[src/rtl/console_pkg.sv]
// Shared constants, status layout and drain FSM encoding
// for the console transmit buffer.
package console_pkg;

   localparam int CON_DEPTH = 16;
   localparam int CON_AW    = 4;

   localparam logic CON_ADDR_DATA   = 1'b0;
   localparam logic CON_ADDR_STATUS = 1'b1;

   localparam int ST_EMPTY     = 0;
   localparam int ST_FULL      = 1;
   localparam int ST_BUSY      = 2;
   localparam int ST_COUNT_LSB = 8;

   typedef enum logic [1:0] {
      DRN_IDLE = 2'd0,
      DRN_REQ  = 2'd1,
      DRN_WAIT = 2'd2
   } drain_state_t;

   function automatic logic [31:0] status_word(
      input logic       empty,
      input logic       full,
      input logic       busy,
      input logic [7:0] count
   );
      logic [31:0] w;
      w                        = '0;
      w[ST_EMPTY]              = empty;
      w[ST_FULL]               = full;
      w[ST_BUSY]               = busy;
      w[ST_COUNT_LSB +: 8]     = count;
      return w;
   endfunction

endpackage

[src/rtl/console_tx_fifo_sync_fifo.sv]
// Power-of-two synchronous FIFO with combinational head
// and a registered occupancy count.
module sync_fifo
   import console_pkg::*;
#(
   parameter int WIDTH = 8,
   parameter int DEPTH = CON_DEPTH,
   parameter int AW    = CON_AW
) (
   input  logic             i_clk,
   input  logic             i_reset_n,
   input  logic             i_push,
   input  logic [WIDTH-1:0] i_data,
   input  logic             i_pop,
   output logic [WIDTH-1:0] o_head,
   output logic             o_full,
   output logic             o_empty,
   output logic [AW:0]      o_count
);

   logic [WIDTH-1:0] mem [DEPTH];
   logic [AW-1:0]    wr_ptr;
   logic [AW-1:0]    rd_ptr;
   logic [AW:0]      count;
   logic             do_push;
   logic             do_pop;

   assign o_full  = (count == (AW+1)'(DEPTH));
   assign o_empty = (count == '0);
   assign o_count = count;
   assign o_head  = mem[rd_ptr];

   assign do_push = i_push && !o_full;
   assign do_pop  = i_pop && !o_empty;

   // Pointers are exactly AW bits, so wrap is free
   always_ff @(posedge i_clk or negedge i_reset_n) begin
      if (!i_reset_n) begin
         wr_ptr <= '0;
         rd_ptr <= '0;
         count  <= '0;
      end else begin
         if (do_push) wr_ptr <= wr_ptr + 1'b1;
         if (do_pop)  rd_ptr <= rd_ptr + 1'b1;
         unique case ({do_push, do_pop})
            2'b10:   count <= count + 1'b1;
            2'b01:   count <= count - 1'b1;
            default: count <= count;
         endcase
      end
   end

   always_ff @(posedge i_clk) begin
      if (do_push) mem[wr_ptr] <= i_data;
   end

endmodule

[src/rtl/console_tx_fifo.sv]
// CPU-facing MMIO byte queue with a single-outstanding
// Wishbone master draining bytes to the console.
module console_tx_fifo
   import console_pkg::*;
#(
   parameter int DEPTH = CON_DEPTH,
   parameter int AW    = CON_AW
) (
   input  logic        i_clk,
   input  logic        i_reset_n,
   input  logic        i_wb_stb,
   input  logic        i_wb_we,
   input  logic        i_wb_addr,
   input  logic [31:0] i_wb_data,
   output logic [31:0] o_wb_data,
   output logic        o_wb_ack,
   output logic        o_wb_stall,
   output logic        o_con_stb,
   output logic [31:0] o_con_data,
   input  logic        i_con_ack,
   input  logic        i_con_stall
);

   logic         full;
   logic         empty;
   logic [AW:0]  count;
   logic [7:0]   head;
   logic         is_data;
   logic         accept;
   logic         push;
   logic         pop;
   logic [31:0]  status;

   drain_state_t state;
   drain_state_t state_n;
   logic         con_stb_n;
   logic [31:0]  con_data_n;

   sync_fifo #(
      .WIDTH (8),
      .DEPTH (DEPTH),
      .AW    (AW)
   ) u_fifo (
      .i_clk     (i_clk),
      .i_reset_n (i_reset_n),
      .i_push    (push),
      .i_data    (i_wb_data[7:0]),
      .i_pop     (pop),
      .o_head    (head),
      .o_full    (full),
      .o_empty   (empty),
      .o_count   (count)
   );

   assign is_data    = (i_wb_addr == CON_ADDR_DATA);
   assign o_wb_stall = i_wb_we && is_data && full;
   assign accept     = i_wb_stb && !o_wb_stall;
   assign push       = accept && i_wb_we && is_data;
   assign status     = status_word(empty, full,
                                   state != DRN_IDLE,
                                   8'(count));

   always_ff @(posedge i_clk or negedge i_reset_n) begin
      if (!i_reset_n) begin
         o_wb_ack  <= 1'b0;
         o_wb_data <= '0;
      end else begin
         o_wb_ack <= accept;
         if (accept && !i_wb_we && !is_data)
            o_wb_data <= status;
         else
            o_wb_data <= '0;
      end
   end

   always_ff @(posedge i_clk or negedge i_reset_n) begin
      if (!i_reset_n) begin
         state      <= DRN_IDLE;
         o_con_stb  <= 1'b0;
         o_con_data <= '0;
      end else begin
         state      <= state_n;
         o_con_stb  <= con_stb_n;
         o_con_data <= con_data_n;
      end
   end

   // Ack in the accepting REQ cycle skips WAIT entirely
   always_comb begin
      state_n    = state;
      con_stb_n  = o_con_stb;
      con_data_n = o_con_data;
      pop        = 1'b0;
      unique case (state)
         DRN_IDLE: begin
            if (!empty) begin
               state_n    = DRN_REQ;
               con_stb_n  = 1'b1;
               con_data_n = {24'h0, head};
            end
         end
         DRN_REQ: begin
            if (!i_con_stall) begin
               con_stb_n = 1'b0;
               if (i_con_ack) begin
                  pop     = 1'b1;
                  state_n = DRN_IDLE;
               end else begin
                  state_n = DRN_WAIT;
               end
            end
         end
         DRN_WAIT: begin
            if (i_con_ack) begin
               pop     = 1'b1;
               state_n = DRN_IDLE;
            end
         end
         default: begin
            state_n = DRN_IDLE;
         end
      endcase
   end

endmodule
[config.mk]
export PLATFORM = sky130hd
export DESIGN_NAME = console_tx_fifo
export DESIGN_NICKNAME = d
export VERILOG_FILES = /design/src/rtl/console_pkg.sv /design/src/rtl/console_tx_fifo_sync_fifo.sv /design/src/rtl/console_tx_fifo.sv
export SDC_FILE = /design/constraint.sdc
export NUM_CORES = 1
export LEC_CHECK = 0
export BUFFER_PORTS_ARGS = -buffer_cell sky130_fd_sc_hd__clkbuf_2
export CORE_MARGIN = 4
export CORE_UTILIZATION = 40
export CTS_BUF_LIST = sky130_fd_sc_hd__clkbuf_4
export CTS_CLUSTER_SIZE = 30
export DETAILED_ROUTE_END_ITERATION = 8
export PLACE_DENSITY = 0.71
export SYNTH_ARGS = -nofsm -noshare
export SYNTH_HDL_FRONTEND = slang
export SYNTH_SLANG_ARGS = --single-unit
[constraint.sdc]
create_clock -name i_clk -period 2.8 [get_ports i_clk]
set_input_delay 0.42 -clock i_clk [delete_from_list [all_inputs] [get_ports i_clk]]
set_output_delay 0.42 -clock i_clk [all_outputs]
set_load 0.05 [all_outputs]
==> flow_summary.ini <==
[final_layout]
final_cell_area_sq_um = 7520
final_common_cell = edfxtp_1
n_fill_cell = 1443
layout_common_cells = edfxtp_1 (128), conb_1 (48), clkbuf_2 (32), dfrtp_1 (31), mux4_2 (30)
final_nets = 518
fin_cells = 701
diodes = 0
drive_gt1_frac = 0.293
areaGrowthSynthToFinish_pct = 9.67

[clock_network]
clock_sinks = 161
clkLatencyLatePin_ps = 550
clk_pin_slew_ps = 130
htree_levels = 4
clock_path_buffers = 2
cts_tree = yes
cts-root-buf = clkbuf_4
cts_buffers = 17

[synth]
syn_area_per_cell_sq_um = 16.8
syn_inst = 407
synth_top_cell_by_area = edfxtp_1
synth_top_cell_area_share = 0.560
synth-async-reset-ratio = 0.205
ys_warn_count = 0
synth_area_sq_um = 6860
synth-seq-cells = 161
ys_seq_area_frac = 0.681
netlist-cell-type-count = 42
ys_dominant_reg_cell = edfxtp_1
synth_edf_count = 128
synth_area_leaders = edfxtp_1 (56%), dfrtp_1 (12%), mux4_2 (9.9%), buf_4 (5.4%), ha_1 (2.0%)

[routing]
drc = 0
antenna_left = 0
routed_wl_mm = 12.2
drt-initial-drc-count = 205
vias = 3444
routed.top_layer = met4
viasPerCell = 4.91
met1_length_mm = 5.27
first_pass_iters = 4
dr_wl_met2_mm = 5.89
routedWlPerCell_um = 17.3
dr_wl_met3_um = 919

[floorplan]
pin_count = 106
die_y_um = 139
die-area_sq_um = 19300
rows = 47
start_util = 0.411
die_w_um = 139
core-area_sq_um = 16700

[worst_hold_path]
hp-class = input pin to register

[placement]
place_area_sq_um = 7210
gp_congestion = 0.743
hpwl_mm = 8.06
io_buffers = 33
pre_cts_ws_ps = 108
place_inst = 666

[grt]
grt_pass1_vias = 3421
grt_use_total = 0.131
grt_pass1_wl_mm = 19.3
gr-total-overflow = 0
grt_max_degree = 34
antenna_found_initial = 0

[power]
pwr-share-comb = 0.324
ir_worst_vdd_mv = 0.798
powerDensity_nw_per_um2 = 869
p_leak_uw = 0.00270
seqPwrFrac = 0.478
p_int_uw = 4170
p_clk_frac = 0.197
swShare = 0.362
switching_power_uw = 2360
finalPower_uw = 6540

[timing]
worst_pin_slew_ps = 873
hold_violations = 0
max_slew_margin = 0.416
post-route-min-period_ps = 2630
setup_violations = 0
finalMaxSlewViolations = 0
fin_crit_sh = 0.940
max_freq_mhz = 380
fin_worst_skew_ps = 25.2
setup_ws_ps = 169

[flow_run]
drv_cap = 0

[setup_path]
critPathCaptureType = register
crit_type = register to register
arrival_ps = 3070
required_ps = 3240
cp-start-kind = register
path_max_fanout = 4

[run_status]
status = finished clean
==> final cells by class <==
| type | count | area (sq um) | area share |
|---|---|---|---|
| Sequential cell | 161 | 4670 | 0.621 |
| Multi-Input combinational cell | 217 | 1880 | 0.250 |
| Timing Repair Buffer | 60 | 385 | 0.0512 |
| Tap cell | 220 | 275 | 0.0366 |
| Clock buffer | 18 | 135 | 0.0180 |
| Clock inverter | 14 | 129 | 0.0171 |
| Inverter | 11 | 41.3 | 0.00549 |
==> per-stage QoR <==
step	TNS, ps	util	hold WS [ps]
2_1_floorplan	0	-	124
3_3_place_gp	0	0.432	497
3_5_place_dp	0	0.432	517
4_1_cts	0	0.448	93.7
5_1_grt	-7.31	0.450	92.9
6_report	0	0.450	133
==> Yosys cell counts, drive strengths merged, types with 2 or more instances <==
| master | n |
|---|---|
| edfxtp | 128 |
| buf | 61 |
| dfrtp | 33 |
| mux4 | 32 |
| nor2 | 20 |
| o22ai | 18 |
| a21oi | 13 |
| nand2 | 12 |
| ha | 11 |
| inv | 10 |
| mux2 | 10 |
| nor3 | 6 |
| xnor2 | 6 |
| a22oi | 5 |
| nand2b | 5 |
| xor2 | 5 |
| and2 | 4 |
| clkbuf | 4 |
| nor2b | 3 |
| a21o | 2 |
| nand3b | 2 |
| nand4 | 2 |
| o21ai | 2 |
| or2 | 2 |
==> power groups by stage <==
stage | clock network, uW | registers, uW | logic (uW)
after floorplan | 0 | 3200 | 1630
after global placement | 0 | 3170 | 2040
after detailed placement | 0 | 3180 | 2100
after CTS | 1320 | 3130 | 2110
after global routing | 1450 | 3180 | 2290
final | 1290 | 3130 | 2120
==> cell families (layout without fill, tap and decap cells) <==
group,after synthesis,count (layout),share of synthesized area
fa+ha+maj,11,11,0.0201
mux,43,43,0.124
other cells,1,48,0.000547
xor+xnor,11,11,0.0140
buf+inv,76,103,0.0730
simple gates,59,59,0.0442
compound gates,45,45,0.0432
flops,161,161,0.681
==> registers in the layout, indices dropped and copies added (netlist names) <==
signal,flops
u_fifo.mem,128
u_fifo.o_count,5
o_con_data,8
o_con_stb,1
u_fifo.wr_ptr,4
o_wb_data,8
u_fifo.rd_ptr,4
o_wb_ack,1
state,2
==> worst paths after layout <==
kind	from	end	slack, ps	cells past startpoint
worst min-delay path	i_wb_stb	o_wb_ack	130	2
worst min register to register	u_fifo.rd_ptr[2]	u_fifo.rd_ptr[2]	540	1
worst max register to register	state[1]	u_fifo.o_count[4]	170	11
max in group asynchronous	i_reset_n	u_fifo.rd_ptr[0]	1730	2
min in group asynchronous	i_reset_n	o_wb_data[9]	490	2
worst max-delay path	state[1]	u_fifo.o_count[4]	170	11
==> layer usage <==
| layer | GRT usage | vias up |
|---|---|---|
| li1 | - | 1581 |
| met3 | 0.0421 | 7 |
| met4 | 0.0294 | 0 |
| met2 | 0.202 | 131 |
| met1 | 0.183 | 1725 |
| met5 | 0 | - |
==> worst max-delay path, cell delays in order (launching register included) <==
cell and delay, ps:
dfrtp_1 410, inv_1 100, ha_2 220, nand2b_1 80
a221oi_2 290, ha_2 240, xor2_1 180, ha_2 240
a21o_1 120, a22oi_1 100, o211a_1 240, a2111oi_2 320
==> timing repair <==
action	4_1_cts	5_1_grt
hold endpoints to repair	33	0
setup endpoints to repair	0	2
hold buffers	1	0
resized for setup	0	9
buffers inserted	0	2
Note: power is estimated with default switching activity, not from simulation.
